===== config.mk =====
export PLATFORM = sky130hd
export DESIGN_NAME = rs485_dir_ctrl
export DESIGN_NICKNAME = d
export VERILOG_FILES = /design/src/rtl/rs485_dir_ctrl.sv
export SDC_FILE = /design/constraint.sdc
export NUM_CORES = 1
export LEC_CHECK = 0
export ABC_AREA = 1
export BUFFER_PORTS_ARGS = -buffer_cell sky130_fd_sc_hd__clkbuf_2
export CAP_MARGIN = 20
export CORE_UTILIZATION = 59
export DETAILED_ROUTE_END_ITERATION = 10
export MAX_ROUTING_LAYER = met4
export PLACE_DENSITY_LB_ADDON = 0.2
export SYNTH_ARGS = -nofsm -noshare
export SYNTH_HDL_FRONTEND = slang
export SYNTH_SLANG_ARGS = --single-unit

===== constraint.sdc =====
create_clock -name clk_96M -period 2.3 [get_ports clk_96M]
set_input_delay 0.46 -clock clk_96M [delete_from_list [all_inputs] [get_ports clk_96M]]
set_output_delay 0.46 -clock clk_96M [all_outputs]
set_load 0.01 [all_outputs]

===== src/rtl/rs485_dir_ctrl.sv =====
// rs485_dir_ctrl - multi-channel RS-485 half-duplex direction controller.
//
// Each channel drives one transceiver's receiver-disable (f_re) and
// driver-enable (f_de) pins. The channel sequence is:
//   IDLE -> GUARD (driver settles) -> TX (UART may shift) -> HOLD (last stop bit drains) -> IDLE.
// A watchdog bounds the time spent in GUARD+TX.
//
// Ports (one bit per channel unless noted):
//   clk_96M  in   system clock (1 bit)
//   rst      in   asynchronous active-high reset (1 bit)
//   tx_req   in   1-cycle pulse requesting the bus
//   tx_done  in   1-cycle pulse marking the end of the last stop bit
//   abort    in   forces an immediate return to receive
//   f_re     out  1 disables the receiver
//   f_de     out  1 enables the driver
//   tx_ready out  1 while the UART may shift data
//   busy     out  1 whenever the channel is not IDLE
//   timeout  out  1-cycle pulse when the watchdog fires
`timescale 1ns/1ps

module rs485_dir_ch #(
  parameter int GUARD_CYCLES   = 4,
  parameter int HOLD_CYCLES    = 8,
  parameter int TIMEOUT_CYCLES = 96000
) (
  input  logic clk_96M,
  input  logic rst,
  input  logic i_tx_req,
  input  logic i_tx_done,
  input  logic i_abort,
  output logic o_dir,
  output logic o_tx_ready,
  output logic o_busy,
  output logic o_timeout
);

  typedef enum logic [1:0] {IDLE, GUARD, TX, HOLD} state_t;

  // Watchdog width; keep at least one bit when the watchdog is disabled.
  localparam int WDW = (TIMEOUT_CYCLES > 0) ? $clog2(TIMEOUT_CYCLES + 1) : 1;
  localparam logic [WDW-1:0] WD_MAX = (TIMEOUT_CYCLES > 0) ? WDW'(TIMEOUT_CYCLES - 1) : '1;
  // The phase counter is loaded with N-1 so the exit happens on the Nth edge.
  localparam logic [7:0] PH_G = (GUARD_CYCLES > 0) ? 8'(GUARD_CYCLES - 1) : 8'd0;
  localparam logic [7:0] PH_H = (HOLD_CYCLES > 0) ? 8'(HOLD_CYCLES - 1) : 8'd0;

  state_t         r_state;
  logic [7:0]     r_phase;
  logic [WDW-1:0] r_wd;
  logic           r_dir;
  logic           r_tx_ready;
  logic           r_busy;
  logic           r_timeout;
  logic           w_wd_run;
  logic           w_wd_exp;

  assign w_wd_run = (r_state == GUARD) || (r_state == TX);
  // Counter value k-1 is seen at the kth edge after leaving IDLE.
  assign w_wd_exp = (TIMEOUT_CYCLES != 0) && w_wd_run && (r_wd == WD_MAX);

  always_ff @(posedge clk_96M or posedge rst) begin
    if (rst) begin
      r_state    <= IDLE;
      r_phase    <= 8'd0;
      r_wd       <= '0;
      r_dir      <= 1'b0;
      r_tx_ready <= 1'b0;
      r_busy     <= 1'b0;
      r_timeout  <= 1'b0;
    end else begin
      r_timeout <= 1'b0;
      // Saturating counters; loads further down take precedence.
      if (r_phase != 8'd0) r_phase <= r_phase - 8'd1;
      if (w_wd_run && (r_wd != WD_MAX)) r_wd <= r_wd + 1'b1;

      if (i_abort) begin
        r_state    <= IDLE;
        r_dir      <= 1'b0;
        r_tx_ready <= 1'b0;
        r_busy     <= 1'b0;
      end else if (w_wd_exp) begin
        r_state    <= IDLE;
        r_dir      <= 1'b0;
        r_tx_ready <= 1'b0;
        r_busy     <= 1'b0;
        r_timeout  <= 1'b1;
      end else begin
        case (r_state)
          IDLE: begin
            if (i_tx_req) begin
              r_wd   <= '0;
              r_dir  <= 1'b1;
              r_busy <= 1'b1;
              if (GUARD_CYCLES == 0) begin
                r_state    <= TX;
                r_tx_ready <= 1'b1;
              end else begin
                r_state <= GUARD;
                r_phase <= PH_G;
              end
            end
          end
          GUARD: begin
            if (r_phase == 8'd0) begin
              r_state    <= TX;
              r_tx_ready <= 1'b1;
            end
          end
          TX: begin
            // tx_req is ignored here, so tx_done wins a same-cycle collision.
            if (i_tx_done) begin
              r_tx_ready <= 1'b0;
              if (HOLD_CYCLES == 0) begin
                r_state <= IDLE;
                r_dir   <= 1'b0;
                r_busy  <= 1'b0;
              end else begin
                r_state <= HOLD;
                r_phase <= PH_H;
              end
            end
          end
          HOLD: begin
            // Driver is already settled, so a retrigger skips the guard.
            // The watchdog resumes from its frozen value.
            if (i_tx_req) begin
              r_state    <= TX;
              r_tx_ready <= 1'b1;
            end else if (r_phase == 8'd0) begin
              r_state <= IDLE;
              r_dir   <= 1'b0;
              r_busy  <= 1'b0;
            end
          end
          default: begin
            r_state    <= IDLE;
            r_dir      <= 1'b0;
            r_tx_ready <= 1'b0;
            r_busy     <= 1'b0;
          end
        endcase
      end
    end
  end

  assign o_dir      = r_dir;
  assign o_tx_ready = r_tx_ready;
  assign o_busy     = r_busy;
  assign o_timeout  = r_timeout;

endmodule

module rs485_dir_ctrl #(
  parameter int CHANNELS       = 2,
  parameter int GUARD_CYCLES   = 4,
  parameter int HOLD_CYCLES    = 8,
  parameter int TIMEOUT_CYCLES = 96000
) (
  input  logic                clk_96M,
  input  logic                rst,
  input  logic [CHANNELS-1:0] tx_req,
  input  logic [CHANNELS-1:0] tx_done,
  input  logic [CHANNELS-1:0] abort,
  output logic [CHANNELS-1:0] f_re,
  output logic [CHANNELS-1:0] f_de,
  output logic [CHANNELS-1:0] tx_ready,
  output logic [CHANNELS-1:0] busy,
  output logic [CHANNELS-1:0] timeout
);

  logic [CHANNELS-1:0] w_dir;

  for (genvar g = 0; g < CHANNELS; g++) begin : g_ch
    rs485_dir_ch #(
      .GUARD_CYCLES  (GUARD_CYCLES),
      .HOLD_CYCLES   (HOLD_CYCLES),
      .TIMEOUT_CYCLES(TIMEOUT_CYCLES)
    ) u_ch (
      .clk_96M   (clk_96M),
      .rst       (rst),
      .i_tx_req  (tx_req[g]),
      .i_tx_done (tx_done[g]),
      .i_abort   (abort[g]),
      .o_dir     (w_dir[g]),
      .o_tx_ready(tx_ready[g]),
      .o_busy    (busy[g]),
      .o_timeout (timeout[g])
    );
  end

  // Receiver-disable and driver-enable share one flop so they can never differ.
  assign f_re = w_dir;
  assign f_de = w_dir;

endmodule


# Word-level counts from Yosys, hierarchy flattened
# Index checks and enable logic that the tools add are counted.
[word_totals] latch_bits=0 register_bits=60 in_bits=8 romBits=0 memories=0 ram_bits=0 out_inout_bits=10 word_cells=126
[op_classes] mul=0 n_lt_le_gt_ge=0 add_sub_neg=4 n_reduce_logical=22 eq_ne=24 n_mux=64 shift=0 n_bitwise=0 div_mod_pow=0
[ops] operator="$mux W17" n=10
[ops] operator="$mux W8" n=10
[ops] operator="$ne A4 B3 Y1 const B" n=10
[ops] operator="$add A17 B1 Y17 const B" n=2
[ops] operator="$eq A17 B17 Y1 const B" n=2
[ops] operator="$ne A17 B17 Y1 const B" n=2
[ops] operator="$pmux W8 S2" n=2
[ops] operator="$mux W2" n=14
[ops] operator="$reduce_and A4 Y1" n=6
[ops] operator="$mux W1" n=22
[ops] operator="$logic_not A8 Y1" n=2
[ops] operator="$pmux W2 S4" n=2
[ops] operator="$reduce_bool A8 Y1" n=2
[ops] operator="$sub A8 B1 Y8 const B" n=2
[ops] operator="$ne A5 B3 Y1 const B" n=2
[ops] operator="$reduce_bool A5 Y1" n=2
[ops] operator="$eq A2 B2 Y1 const B" n=4
[ops] operator="$ne A4 B2 Y1 const B" n=2
[ops] operator="$reduce_bool A4 Y1" n=2
[ops] operator="$pmux W1 S3" n=2
[ops] operator="$eq A2 B1 Y1 const B" n=2
[ops] operator="$logic_and A1 B1 Y1" n=4
[ops] operator="$logic_not A2 Y1" n=2
[ops] operator="$pmux W1 S2" n=2
[ops] operator="$logic_or A1 B1 Y1" n=2

# Longest topological paths before layout
# Gate-level depths: netlist (run 1).
[depth] word_depth=8 mapped_depth=11

# Cells and area by module
# Synthesis (run 1) repeated with hierarchy kept, for this count alone.
[hier_totals] hier_cells=533 hier_area_um2=3947.5
[modules_own_cells] module="rs485_dir_ch at g_ch[0].u_ch" instances=1 area_each_um2=1978.1 cells_per_inst=266
[modules_own_cells] module="rs485_dir_ch at g_ch[1].u_ch" instances=1 area_each_um2=1954.4 cells_per_inst=265
[modules_own_cells] module="rs485_dir_ctrl" instances=1 area_each_um2=15.0 cells_per_inst=2

# Least setup slack after synthesis (run 1)
# No wires, ideal clock.
[synth_path] path_type="reg-to-reg" from="register g_ch[1].u_ch.r_state[1]" to="register g_ch[1].u_ch.r_wd[15]" setup_slack_ns=0.614 arrival_ns=1.563 stages_incl_launch_ff=10 path_buffers=0 period_less_slack_ns=1.686 required_ns=2.177 path_cell_list="dfrtp_1 inv_1 ha_1 inv_1 a21oi_2 inv_1 nand2_1 nand2_1 o31ai_1 inv_1"
[synth_between] elab_chain_len=8 word_cells_on_any_way=11 classes_between="eq/ne: 2; mux: 5; reduce/logical: 4"
[synth_lines] item="start, declared" line_no="46" source="state_t r_state;"
[synth_lines] item="start signal, assigned" line_no="62" source="r_state <= IDLE;"
[synth_lines] item="start signal, assigned" line_no="76" source="r_state <= IDLE;"
[synth_lines] item="start signal, assigned" line_no="81" source="r_state <= IDLE;"
[synth_lines] item="$eq A2 B1 Y1 or $eq A2 B2 Y1 (tied branches)" line_no="56" source="assign w_wd_run = (r_state == GUARD) || (r_state == TX);"
[synth_lines] item="$logic_or A1 B1 Y1" line_no="56"
[synth_lines] item="$logic_and A1 B1 Y1" line_no="73" source="if (w_wd_run && (r_wd != WD_MAX)) r_wd <= r_wd + 1'b1;"
[synth_lines] item="$mux W17" line_no="73"
[synth_lines] item="$mux W17" line_no="89" source="if (i_tx_req) begin"
[synth_lines] item="$mux W17" line_no="87" source="case (r_state)"
[synth_lines] item="$mux W17" line_no="80" source="end else if (w_wd_exp) begin"
[synth_lines] item="$mux W17 (*)" line_no="75" source="if (i_abort) begin"
[synth_lines] item="end signal, assigned" line_no="73"
[synth_lines] item="end, declared" line_no="48" source="logic [WDW-1:0] r_wd;"
# Every way passes the cells marked *; elsewhere a longest branch is shown, timed or not.
# A chain may end at the register's enable or synchronous reset.

# Worst setup path in the final report (run 1)
[layout_path] from="register g_ch[0].u_ch.r_wd[0]" to="register g_ch[0].u_ch.r_wd[8]"
[layout_between] elab_chain_len=7 word_cells_on_any_way=10 classes_between="add/sub: 1; eq/ne: 2; mux: 5; reduce/logical: 2"
[layout_lines] item="start, declared" line_no="48"
[layout_lines] item="start signal, assigned" line_no="73"
[layout_lines] item="branches (longest 6 deep; another with $add A17 B1 Y17)"
[layout_lines] item="$mux W17 (*)" line_no="75"
# Mark *: on every way between the ends.

==> results of run 1 <==
==> report_power, final <==
group / internal, mW / switching (mW)
sequential: 1.30 / 0.218
clock: 0.749 / 0.458
combinational: 0.650 / 1.19
total: 2.70 / 1.87
==> registers in the layout, indices dropped and copies added, names as in the netlist <==
register / cells
g_ch.u_ch.r_wd: 34
g_ch.u_ch.r_phase: 16
g_ch.u_ch.r_state: 4
g_ch.u_ch.o_dir: 2
g_ch.u_ch.o_timeout: 2
g_ch.u_ch.o_tx_ready: 2
==> metrics by stage <==
stage               instances  utilization  cell area (sq um)
floorplan                 585            -               4066
global placement          667       0.6400               4156
detailed placement        667       0.6400               4156
CTS                       683       0.6783               4405
global route              683       0.6783               4405
finish                    683       0.6783               4405
==> routing by layer <==
layer,track usage,part of all wire
met2,0.4260,0.48
met1,0.3155,0.47
met3,0.04377,0.042
met5,-,0
met4,0.1125,0.013
==> cell usage in the layout (no fill, tap or decap), types with 3 or more instances in the layout <==
cell       instances
a21oi_1            7
bufinv_16          3
clkbuf_2          17
clkbuf_8          10
dfrtp_1           60
ha_1              16
inv_1            104
nand2_1          151
nand2_2            3
nand3_1           43
nand4_1           10
nor2_1            88
nor2_2             4
nor3_1             8
nor3b_1            5
o211ai_1           4
o21ai_0           28
o31ai_1            3
xnor2_1            4
xor2_1            11
==> worst max-delay path: stages, from the launching register on <==
cell and delay, ps:
dfrtp_1 390, ha_1 180, nand3_1 170, nor3_4 230, nand2_1 100, nand2_1 280, inv_1 210, nand2_1 130
nand2_1 50, nor3b_1 130
==> cells by family (layout without fill, tap and decap cells) <==
family,after synthesis,in the layout,synth area share
and+or+nand+nor,323,323,0.3502
buffers and inverters,122,143,0.1305
DFF,60,60,0.3692
AOI/OAI and AO/OA,49,49,0.06861
adders and majority gates,16,16,0.04923
xor gates and xnor gates,15,15,0.03231
==> area by class of cell <==
class                   instances  area share
inverters                     107     0.09174
clock buffers                  10     0.03124
clock inverters                 6     0.02528
well taps                      77     0.02187
flip-flops and latches         60      0.3408
multi-input cells             403      0.4618
repair buffers                 20     0.02726
==> worst min path at each step <==
stage                              end  slack [ps]  cells after the start
2_1_floorplan  g_ch[0].u_ch.o_tx_ready         440                      2
3_3_place_gp   g_ch[0].u_ch.o_tx_ready         460                      2
3_5_place_dp   g_ch[0].u_ch.o_tx_ready         460                      2
4_1_cts        g_ch[0].u_ch.r_phase[0]         150                      3
5_1_grt        g_ch[0].u_ch.r_phase[0]         160                      3
6_report       g_ch[1].u_ch.r_phase[4]         130                      3
==> metrics.csv, run 1 <==
stage;metric;value;unit
final_layout;drive_gt1_frac;0.09241;
yosys;synthTopCellsByArea;dfrtp_1 (37%), nand2_1 (14%), inv_1 (9.7%), nor2_1 (8.1%), nand3_1 (5.3%);
cts;cts_buffer_depth;2;
yosys;synthArstFlopShare;1.000;
yosys;ys.flop_type;dfrtp_1;
final_layout;syn_to_final_growth;8.339;%
detailed_routing;wirelength;7966;um
yosys;synthesis.nets;609;
timing;fin_crit_sh;0.8614;
min_path;hp-class;input port to asynchronous set/reset pin;
placed_design;post-place-ws;327.9;ps
critical_path;critPathLaunchType;flop;
global_routing;grt_pass1_vias;3469;
critical_path;rr_startpoint;g_ch[0].u_ch.r_wd[0];
yosys;synth-seq-cells;60;
die;core_area;6495;sq um
yosys;yosysSeqAreaShare;0.3692;
critical_path;crit_arrival;2210;ps
yosys;syn_area_per_cell;6.951;sq um
cts;path_clk_slew;80;ps
final_layout;final_nets;625;
cts;htree_levels;3;
yosys;synth_edf_count;0;
timing;rsz0062_at_grt;false;
global_routing;grt_overflow;0;
cts;cts_resized;0;
yosys;netlist.top_cell.by_area;dfrtp_1;
timing;slew_headroom;0.7305;
final_layout;fillers;561;
global_routing;grt_max_degree;61;
detailed_routing;drcViolationCount;0;
timing;tightest_slew;402.9;ps
detailed_routing;firstDrtPassIters;4;
final_layout;multi_input_area;2034;sq um
run;maxCapViolCount;0;
pwr;p_total;4.569;mW
placed_design;gp_congestion;0.8988;
detailed_routing;antenna_left;0;
cts;cts_buffers;9;
critical_path;reg2reg_setup_slack;320;ps
detailed_routing;vias;3511;
cts;cts_sinks;60;
die;io_pins;18;
pwr;irDropWorstVdd;0.0006642;V
critical_path;path_class;flop to flop;
critical_path;r2r-end;g_ch[0].u_ch.r_wd[8];
yosys;synth_warnings;0;
detailed_routing;wl_per_cell;11.66;um
critical_path;cp_data_required_time;2530;ps
timing;hold_ws;132.6;ps
yosys;synth_cells;585;
critical_path;rr_worst_depth;9;
die;start_util;0.6261;
final_layout;seqCellArea;1501;sq um
yosys;synth_common_cells;nand2_1 (151), inv_1 (105), nor2_1 (88);
critical_path;crit_path_max_fanout;12;
detailed_routing;routed_via_density;5.141;
critical_path;crit_end;g_ch[0].u_ch.r_wd[8];
cts;cts_tree;yes;
timing;finClkSkew;9.199;ps
timing;report.final.setup_viol;0;
pwr;leakage;2.387;nW
cts;cts_hold_repair.buffers;0;
global_routing;antenna_found_initial;0;
yosys;synth.distinct_cells;36;
cts;clk_latency;350;ps
yosys;syn_area;4066;sq um
die;die_w;85.02;um
critical_path;setup.worst_path.start;g_ch[0].u_ch.r_wd[0];
die;rows;29;
die;die_area;7228;sq um
cts;cts-root-buf;clkbuf_8;
final_layout;antenna_cells;0;
timing;layout_min_cycle_time;1981;ps
timing;fmax;504.8;MHz
die;die_y;85.02;um
global_routing;grt_usage;0.2592;
critical_path;endpoint_kind;flop;
timing;finalSetupTns;0;ps
timing;hold_viol;0;
detailed_routing;drt_first_iter_violations;160;
yosys;yosysMostFrequentCell;nand2_1;
global_routing;grt_pass1_wl;14610;um
pwr;power_density;1037;nW/um^2
placed_design;hpwl;5646;um
status;status;finished, final reports clean;
timing;slew_viol_final;0;
yosys;synth_top_area_frac;0.3692;
cts;postCtsSetupRepairBufs;0;
timing;fin_ws;318.9;ps
placed_design;portBuffers;17;
No activity file was read; power rests on OpenSTA's default activity.
==> run 2, diff against run 1 <==
Settings changed: REMOVE_ABC_BUFFERS from default to 1, SYNTH_HIERARCHICAL from default to 1.
==> run 2 against run 1 <==
  * Critical path depth decreased by 1
  * Die area decreased by 2.9%
  * Critical path type unchanged
  * Clock-buffer cell count increased by 1
  * Fmax decreased by 4.8%
  * Final cell count decreased by 7.0%
  * Largest cell class unchanged
==> metrics.csv, run 2 <==
stage;metric;value;unit
final_layout;largest_reg_flops;34;
timing;layout_min_cycle_time;2081;ps
global_routing;grt_max_degree;31;
final_layout;reg.largest.list;g_ch.u_ch/r_wd x34, g_ch.u_ch/r_phase x16, g_ch.u_ch/r_state x4;
global_routing;grt_pass1_wl;13720;um
detailed_routing;drcViolationCount;0;
yosys;synth_cells;533;
min_path;hp-class;input port to asynchronous set/reset pin;
yosys;netlist.top_cell.by_area;dfrtp_1;
timing;report.final.setup_viol;0;
status;status;finished, final reports clean;
cts;clk_latency;330;ps
final_layout;final_cell_mix;nand2_1 (118), inv_1 (82), nor2_1 (67), dfrtp_1 (60), nand3_1 (36);
critical_path;rr_worst_depth;8;
final_layout;drive_gt1_frac;0.1326;
detailed_routing;routed_via_density;5.255;
placed_design;portBuffers;17;
detailed_routing;firstDrtPassIters;4;
pwr;p_total;4.243;mW
critical_path;crit_chain;inv_1, ha_1, inv_1, a21oi_2, nand3b_1, nand2_1, nand2_1, nor2_1;
pwr;power_density;1002;nW/um^2
placed_design;post-place-ws;244.4;ps
global_routing;grt_overflow;0;
die;die_y;83.80;um
critical_path;r2r-end;g_ch[0].u_ch/r_wd[14];
timing;fin_crit_sh;0.9047;
final_layout;mostFrequentLayoutCell;nand2_1;
yosys;synthTopCellsByArea;dfrtp_1 (38%), nand2_1 (11%), inv_1 (7.8%), nor2_1 (6.4%), ha_1 (5.7%);
critical_path;crit_path_max_fanout;13;
yosys;synth-seq-cells;60;
pwr;irDropWorstVdd;0.0007333;V
global_routing;antenna_found_initial;0;
final_layout;final_nets;581;
yosys;synth_top_area_frac;0.3803;
critical_path;crit_arrival;2350;ps
detailed_routing;wirelength;7774;um
timing;fmax;480.6;MHz
final_layout;syn_to_final_growth;7.258;%
die;die_area;7022;sq um
yosys;synth_common_cells;nand2_1 (118), inv_1 (82), nor2_1 (67);
timing;slew_headroom;0.5975;
pwr;p_int;2.399;mW
timing;finClkSkew;4.392;ps
cts;cts_resized;0;
final_layout;regMostFlops;g_ch.u_ch/r_wd;
yosys;yosysSeqAreaShare;0.3803;
pwr;p_switching;1.845;mW
timing;fin_ws;219.3;ps
die;start_util;0.6181;
cts;htree_levels;3;
yosys;synth.distinct_cells;37;
critical_path;critPathLaunchType;flop;
cts;cts_sinks;60;
timing;finalSetupTns;0;ps
critical_path;slowest_stage;a21oi_2;
pwr;p_clk_frac;0.190;
critical_path;endpoint_kind;flop;
yosys;syn_area_per_cell;7.406;sq um
critical_path;cp_slowest_stage_delay;470;ps
final_layout;multi_input_area;2038;sq um
die;core_area;6386;sq um
pwr;leakage;2.192;nW
detailed_routing;antenna_left;0;
yosys;synth_warnings;6;
cts;cts_tree;yes;
cts;cts_buffers;9;
critical_path;cp_data_required_time;2570;ps
timing;slew_viol_final;0;
die;io_pins;18;
yosys;syn_area;3948;sq um
placed_design;gp_congestion;0.9670;
timing;tightest_slew;603.7;ps
die;die_w;83.80;um
yosys;synth_edf_count;0;
final_layout;antenna_cells;0;
global_routing;grt_usage;0.2487;
yosys;ys.flop_type;dfrtp_1;
cts;postCtsSetupRepairBufs;0;
cts;cts_buffer_depth;2;
pwr;power_frac_comb;0.444;
timing;rsz0062_at_grt;false;
critical_path;rr_startpoint;g_ch[0].u_ch/r_state[1];
pwr;seqPwrFrac;0.366;
cts;cts_hold_repair.buffers;0;
yosys;synthArstFlopShare;1.000;
detailed_routing;wl_per_cell;12.24;um
detailed_routing;drt_first_iter_violations;176;
global_routing;grt_pass1_vias;3244;
final_layout;fillers;542;
critical_path;reg2reg_setup_slack;220;ps
yosys;yosysMostFrequentCell;nand2_1;
pwr;swShare;0.4347;
placed_design;hpwl;5715;um
critical_path;path_class;flop to flop;
cts;path_clk_slew;60;ps
timing;hold_viol;0;
detailed_routing;vias;3337;
final_layout;seqCellArea;1501;sq um
cts;cts-root-buf;clkbuf_8;
die;rows;29;
run;maxCapViolCount;0;
[run 2: changes by cell type after synthesis, sizes merged, moves of 2 or more]
| cell | delta |
|---|---|
| a21oi | +18 |
| buf | -5 |
| ha | +2 |
| inv | -18 |
| nand2 | -30 |
| nor2 | -20 |
| nor3 | +8 |
| o211ai | -5 |
| o21bai | +4 |
| o31ai | -3 |
| or2 | +2 |
| xnor2 | -3 |
| xor2 | +2 |
[run 2: cell type report]
| cell class | count | share of cell area |
|---|---|---|
| clock buffers | 11 | 0.03339 |
| clock inverters | 3 | 0.003546 |
| inverters | 89 | 0.07890 |
| multi-input cells | 375 | 0.4814 |
| flip-flops and latches | 60 | 0.3546 |
| well taps | 77 | 0.02275 |
| repair buffers | 20 | 0.02541 |
[run 2: kinds of logic (layout without fill, tap and decap cells)]
| group | count (synthesis) | in the layout | synth area share |
|---|---|---|---|
| simple gates | 279 | 279 | 0.3372 |
| buf+inv | 98 | 123 | 0.1033 |
| compound gates | 64 | 64 | 0.09097 |
| flops | 60 | 60 | 0.3803 |
| fa+ha+maj | 18 | 18 | 0.05705 |
| xor+xnor | 14 | 14 | 0.03106 |
[run 2: worst max-delay path by stage]
stage	from	end	cells after the start
5_1_grt	g_ch[0].u_ch/r_state[1]	g_ch[0].u_ch/r_wd[14]	8
3_3_place_gp	g_ch[0].u_ch/r_state[1]	g_ch[0].u_ch/r_wd[14]	7
4_1_cts	g_ch[0].u_ch/r_state[1]	g_ch[0].u_ch/r_wd[14]	8
2_1_floorplan	g_ch[1].u_ch/r_state[0]	g_ch[1].u_ch/r_wd[7]	7
6_report	g_ch[0].u_ch/r_state[1]	g_ch[0].u_ch/r_wd[14]	8
3_5_place_dp	g_ch[0].u_ch/r_state[1]	g_ch[0].u_ch/r_wd[14]	8
[run 2: stage by stage]
| stage | hold WS [ps] | cells | area (sq um) | utilization |
|---|---|---|---|---|
| 2_1_floorplan | 461.7 | 524 | 3874 | - |
| 3_3_place_gp | 478.2 | 621 | 4078 | 0.6385 |
| 3_5_place_dp | 481.7 | 621 | 4078 | 0.6385 |
| 4_1_cts | 187.7 | 635 | 4234 | 0.6630 |
| 5_1_grt | 214.4 | 635 | 4234 | 0.6630 |
| 6_report | 186.1 | 635 | 4234 | 0.6630 |
[run 2: worst max-delay path: cells and delay by family, from the launching register on]
| family | cells | cell delay, ps |
|---|---|---|
| AO/OA/AOI/OAI | 1 | 470 |
| flip-flops | 1 | 460 |
| buffers and inverters | 2 | 230 |
| AND/OR/NAND/NOR | 4 | 410 |
| adder cells (fa/ha/maj) | 1 | 460 |
[run 2: metal layers]
layer | vias up | track usage | routed length, um
li1 | 1726 | - | -
met1 | 1545 | 0.2940 | 3662
met2 | 54 | 0.4161 | 3752
met3 | 12 | 0.04253 | 242
met4 | 0 | 0.1125 | 116
met5 | - | - | 0
[run 2: power groups by stage]
stage | clock [mW] | combinational [mW] | sequential, mW
finish | 0.804 | 1.88 | 1.55
global route | 0.868 | 2.15 | 1.59
CTS | 0.826 | 1.89 | 1.55
detailed placement | 0 | 1.88 | 1.57
global placement | 0 | 1.81 | 1.55
floorplan | 0 | 1.41 | 1.55
==> run 3, diff against run 2 <==
Settings changed: ABC_AREA 1 to default, SYNTH_HIERARCHICAL 1 to default.
==> run 3 against run 2 <==
  * Combinational power fell by 18%
  * Setup slack got worse by 94 ps
  * Largest cell class unchanged
  * Clock skew rose by 7.2 ps
==> metrics.csv, run 3 <==
stage;metric;value;unit
detailed_routing;drt_first_iter_violations;152;
timing;slew_headroom;0.5719;
final_layout;largest_reg_flops;34;
detailed_routing;wirelength;7344;um
yosys;syn_area;3606;sq um
detailed_routing;antenna_left;0;
pwr;power_frac_comb;0.364;
yosys;yosysSeqAreaShare;0.4164;
placed_design;post-place-ws;126.3;ps
yosys;syn_area_per_cell;9.318;sq um
pwr;leakage;1.846;nW
yosys;synth-simple-area-share;0.2231;
global_routing;antenna_found_initial;0;
timing;fmax;459.8;MHz
timing;tightest_slew;636.7;ps
cts;path_clk_slew;80;ps
die;die_area;6428;sq um
pwr;p_clk_frac;0.279;
timing;rsz0062_at_grt;false;
die;start_util;0.6090;
yosys;synth.distinct_cells;58;
yosys;yosysMostFrequentCell;dfrtp_1;
detailed_routing;routed_via_density;5.907;
cts;postCtsSetupRepairBufs;0;
global_routing;grt_usage;0.2651;
yosys;synth_common_cells;dfrtp_1 (60), nor2_1 (48), a21oi_1 (25);
detailed_routing;wl_per_cell;14.81;um
yosys;synth_warnings;0;
critical_path;cp_data_required_time;2560;ps
yosys;synthAdderAreaFrac;0.05552;
final_layout;antenna_cells;0;
yosys;synth_top_area_frac;0.4164;
yosys;synth_cells;387;
critical_path;slowest_stage;or4_1;
yosys;synth-seq-cells;60;
final_layout;mostFrequentLayoutCell;dfrtp_1;
placed_design;gp_congestion;0.8862;
critical_path;endpoint_kind;flop;
critical_path;cp.buffers_inverters;2;
timing;slew_viol_final;0;
global_routing;grt_pass1_vias;2819;
timing;finClkSkew;11.63;ps
die;core_area;5921;sq um
pwr;irDropWorstVdd;0.0005298;V
cts;clk_latency;330;ps
timing;hold_ws;161.5;ps
cts;cts-root-buf;clkbuf_8;
timing;layout_min_cycle_time;2175;ps
yosys;ys.flop_type;dfrtp_1;
yosys;synthTopCellsByArea;dfrtp_1 (42%), ha_1 (5.6%), xnor2_1 (5.3%), nor2_1 (5.0%), xor2_1 (3.6%);
final_layout;fillers;451;
final_layout;fin_cells;496;
critical_path;critPathLaunchType;flop;
final_layout;final_cell_mix;dfrtp_1 (60), nor2_1 (47), a21oi_1 (25), nand2_1 (23), xnor2_1 (22);
pwr;p_switching;1.529;mW
min_path;hp-class;input port to asynchronous set/reset pin;
detailed_routing;firstDrtPassIters;4;
critical_path;crit_family;simple AND/OR/NAND/NOR gates;
yosys;synth-xor-area-share;0.08987;
final_layout;reg.largest.list;g_ch.u_ch.r_wd x34, g_ch.u_ch.r_phase x16, g_ch.u_ch.r_state x4;
final_layout;regMostFlops;g_ch.u_ch.r_wd;
cts;cts_tree;yes;
critical_path;cp_slowest_stage_delay;480;ps
yosys;synth_top_family_by_area;simple AND/OR/NAND/NOR gates;
critical_path;crit_arrival;2430;ps
pwr;p_total;4.219;mW
cts;cts_buffer_depth;2;
run;maxCapViolCount;0;
placed_design;hpwl;5194;um
yosys;netlist.top_cell.by_area;dfrtp_1;
detailed_routing;vias;2930;
cts;htree_levels;3;
cts;cts_buffers;9;
timing;fin_ws;125.0;ps
yosys;synth_compound_gate_area_share;0.1575;
final_layout;syn_to_final_growth;13.29;%
cts;cts_sinks;60;
pwr;power_density;1033;nW/um^2
yosys;synth_edf_count;0;
critical_path;crit_path_max_fanout;7;
global_routing;grt_overflow;0;
timing;hold_viol;0;
global_routing;grt_max_degree;61;
placed_design;placed_cells;480;
status;status;finished, final reports clean;
detailed_routing;drcViolationCount;0;
yosys;synth_mux_area_frac;0.008328;
pwr;p_int;2.690;mW
final_layout;final_nets;440;
die;die_w;80.18;um
pwr;seqPwrFrac;0.357;
die;die_y;80.18;um
global_routing;grt_pass1_wl;12830;um
timing;report.final.setup_viol;0;
critical_path;crit_chain;inv_1, ha_1, nand4_1, nor2_1, buf_4, nand2_1, or4_1, a21oi_1;
placed_design;portBuffers;17;
final_layout;drive_gt1_frac;0.1591;
die;io_pins;18;
timing;fin_crit_sh;0.9457;
critical_path;path_class;flop to flop;
yosys;synthArstFlopShare;1.000;
die;rows;28;
pwr;swShare;0.3623;
-- run 3: path summary, 6_finish.rpt --
kind	end	slack [ps]	start	cells after the start
worst max-delay path	g_ch[0].u_ch.r_wd[16]	120	g_ch[0].u_ch.r_state[1]	8
max in group asynchronous	g_ch[1].u_ch.r_wd[10]	1870	rst	3
min in group clk_96M	g_ch[0].u_ch.o_dir	380	abort[0]	2
worst max register to register	g_ch[0].u_ch.r_wd[16]	120	g_ch[0].u_ch.r_state[1]	8
worst min-delay path	g_ch[0].u_ch.r_phase[6]	160	rst	3
worst min register to register	g_ch[0].u_ch.o_tx_ready	510	g_ch[0].u_ch.o_tx_ready	2
-- run 3: area by class of cell --
type	count	area, sq um	area share
clock buffer	9	123.9	0.03032
tap	75	93.84	0.02297
multi-input combinational	290	1931	0.4726
clock inverter	7	123.9	0.03032
sequential	60	1501	0.3675
inverter	19	71.32	0.01746
timing repair buffer	36	240.2	0.05881
-- run 3: per-stage QoR --
step	cell area, sq um	setup TNS, ps	util
global route	4085	0	0.6900
CTS	4081	0	0.6893
global placement	3834	0	0.6475
floorplan	3500	-56.67	-
finish	4085	0	0.6900
detailed placement	3834	0	0.6475
-- run 3: worst reg2reg max path: cells and delay by family, from the launching register on --
kind	cells	cell delay (ps)
compound gates	1	150
simple gates	4	870
buf+inv	2	250
flops	1	420
fa+ha+maj	1	410
-- run 3: power groups by stage --
| stage | clock (mW) | sequential (mW) | combinational [mW] |
|---|---|---|---|
| after floorplan | 0 | 1.50 | 1.12 |
| after global placement | 0 | 1.50 | 1.46 |
| after detailed placement | 0 | 1.52 | 1.51 |
| after CTS | 1.20 | 1.50 | 1.54 |
| after global routing | 1.26 | 1.54 | 1.73 |
| final | 1.18 | 1.51 | 1.54 |
-- run 3: kinds of logic (layout without fill, tap and decap cells) --
kind of cell | Yosys count | after routing
flip-flops | 60 | 60
AO/OA/AOI/OAI | 81 | 81
multiplexers | 3 | 3
AND/OR/NAND/NOR | 153 | 153
adder cells (fa/ha/maj) | 16 | 16
XOR/XNOR | 37 | 37
buffers and inverters | 37 | 71
-- run 3: timing repair --
action                     in CTS  in global routing
resized for setup               0                  2
setup endpoints to repair       0                  3
hold endpoints to repair        0                  0
hold buffers                    0                  0
-- run 3: routing by layer --
layer	wire length (um)	up-vias	global-route usage
li1	-	1446	-
met1	3600	1423	0.3428
met2	3415	46	0.4111
met3	192	15	0.05114
met4	136	0	0.1054
met5	0	-	-
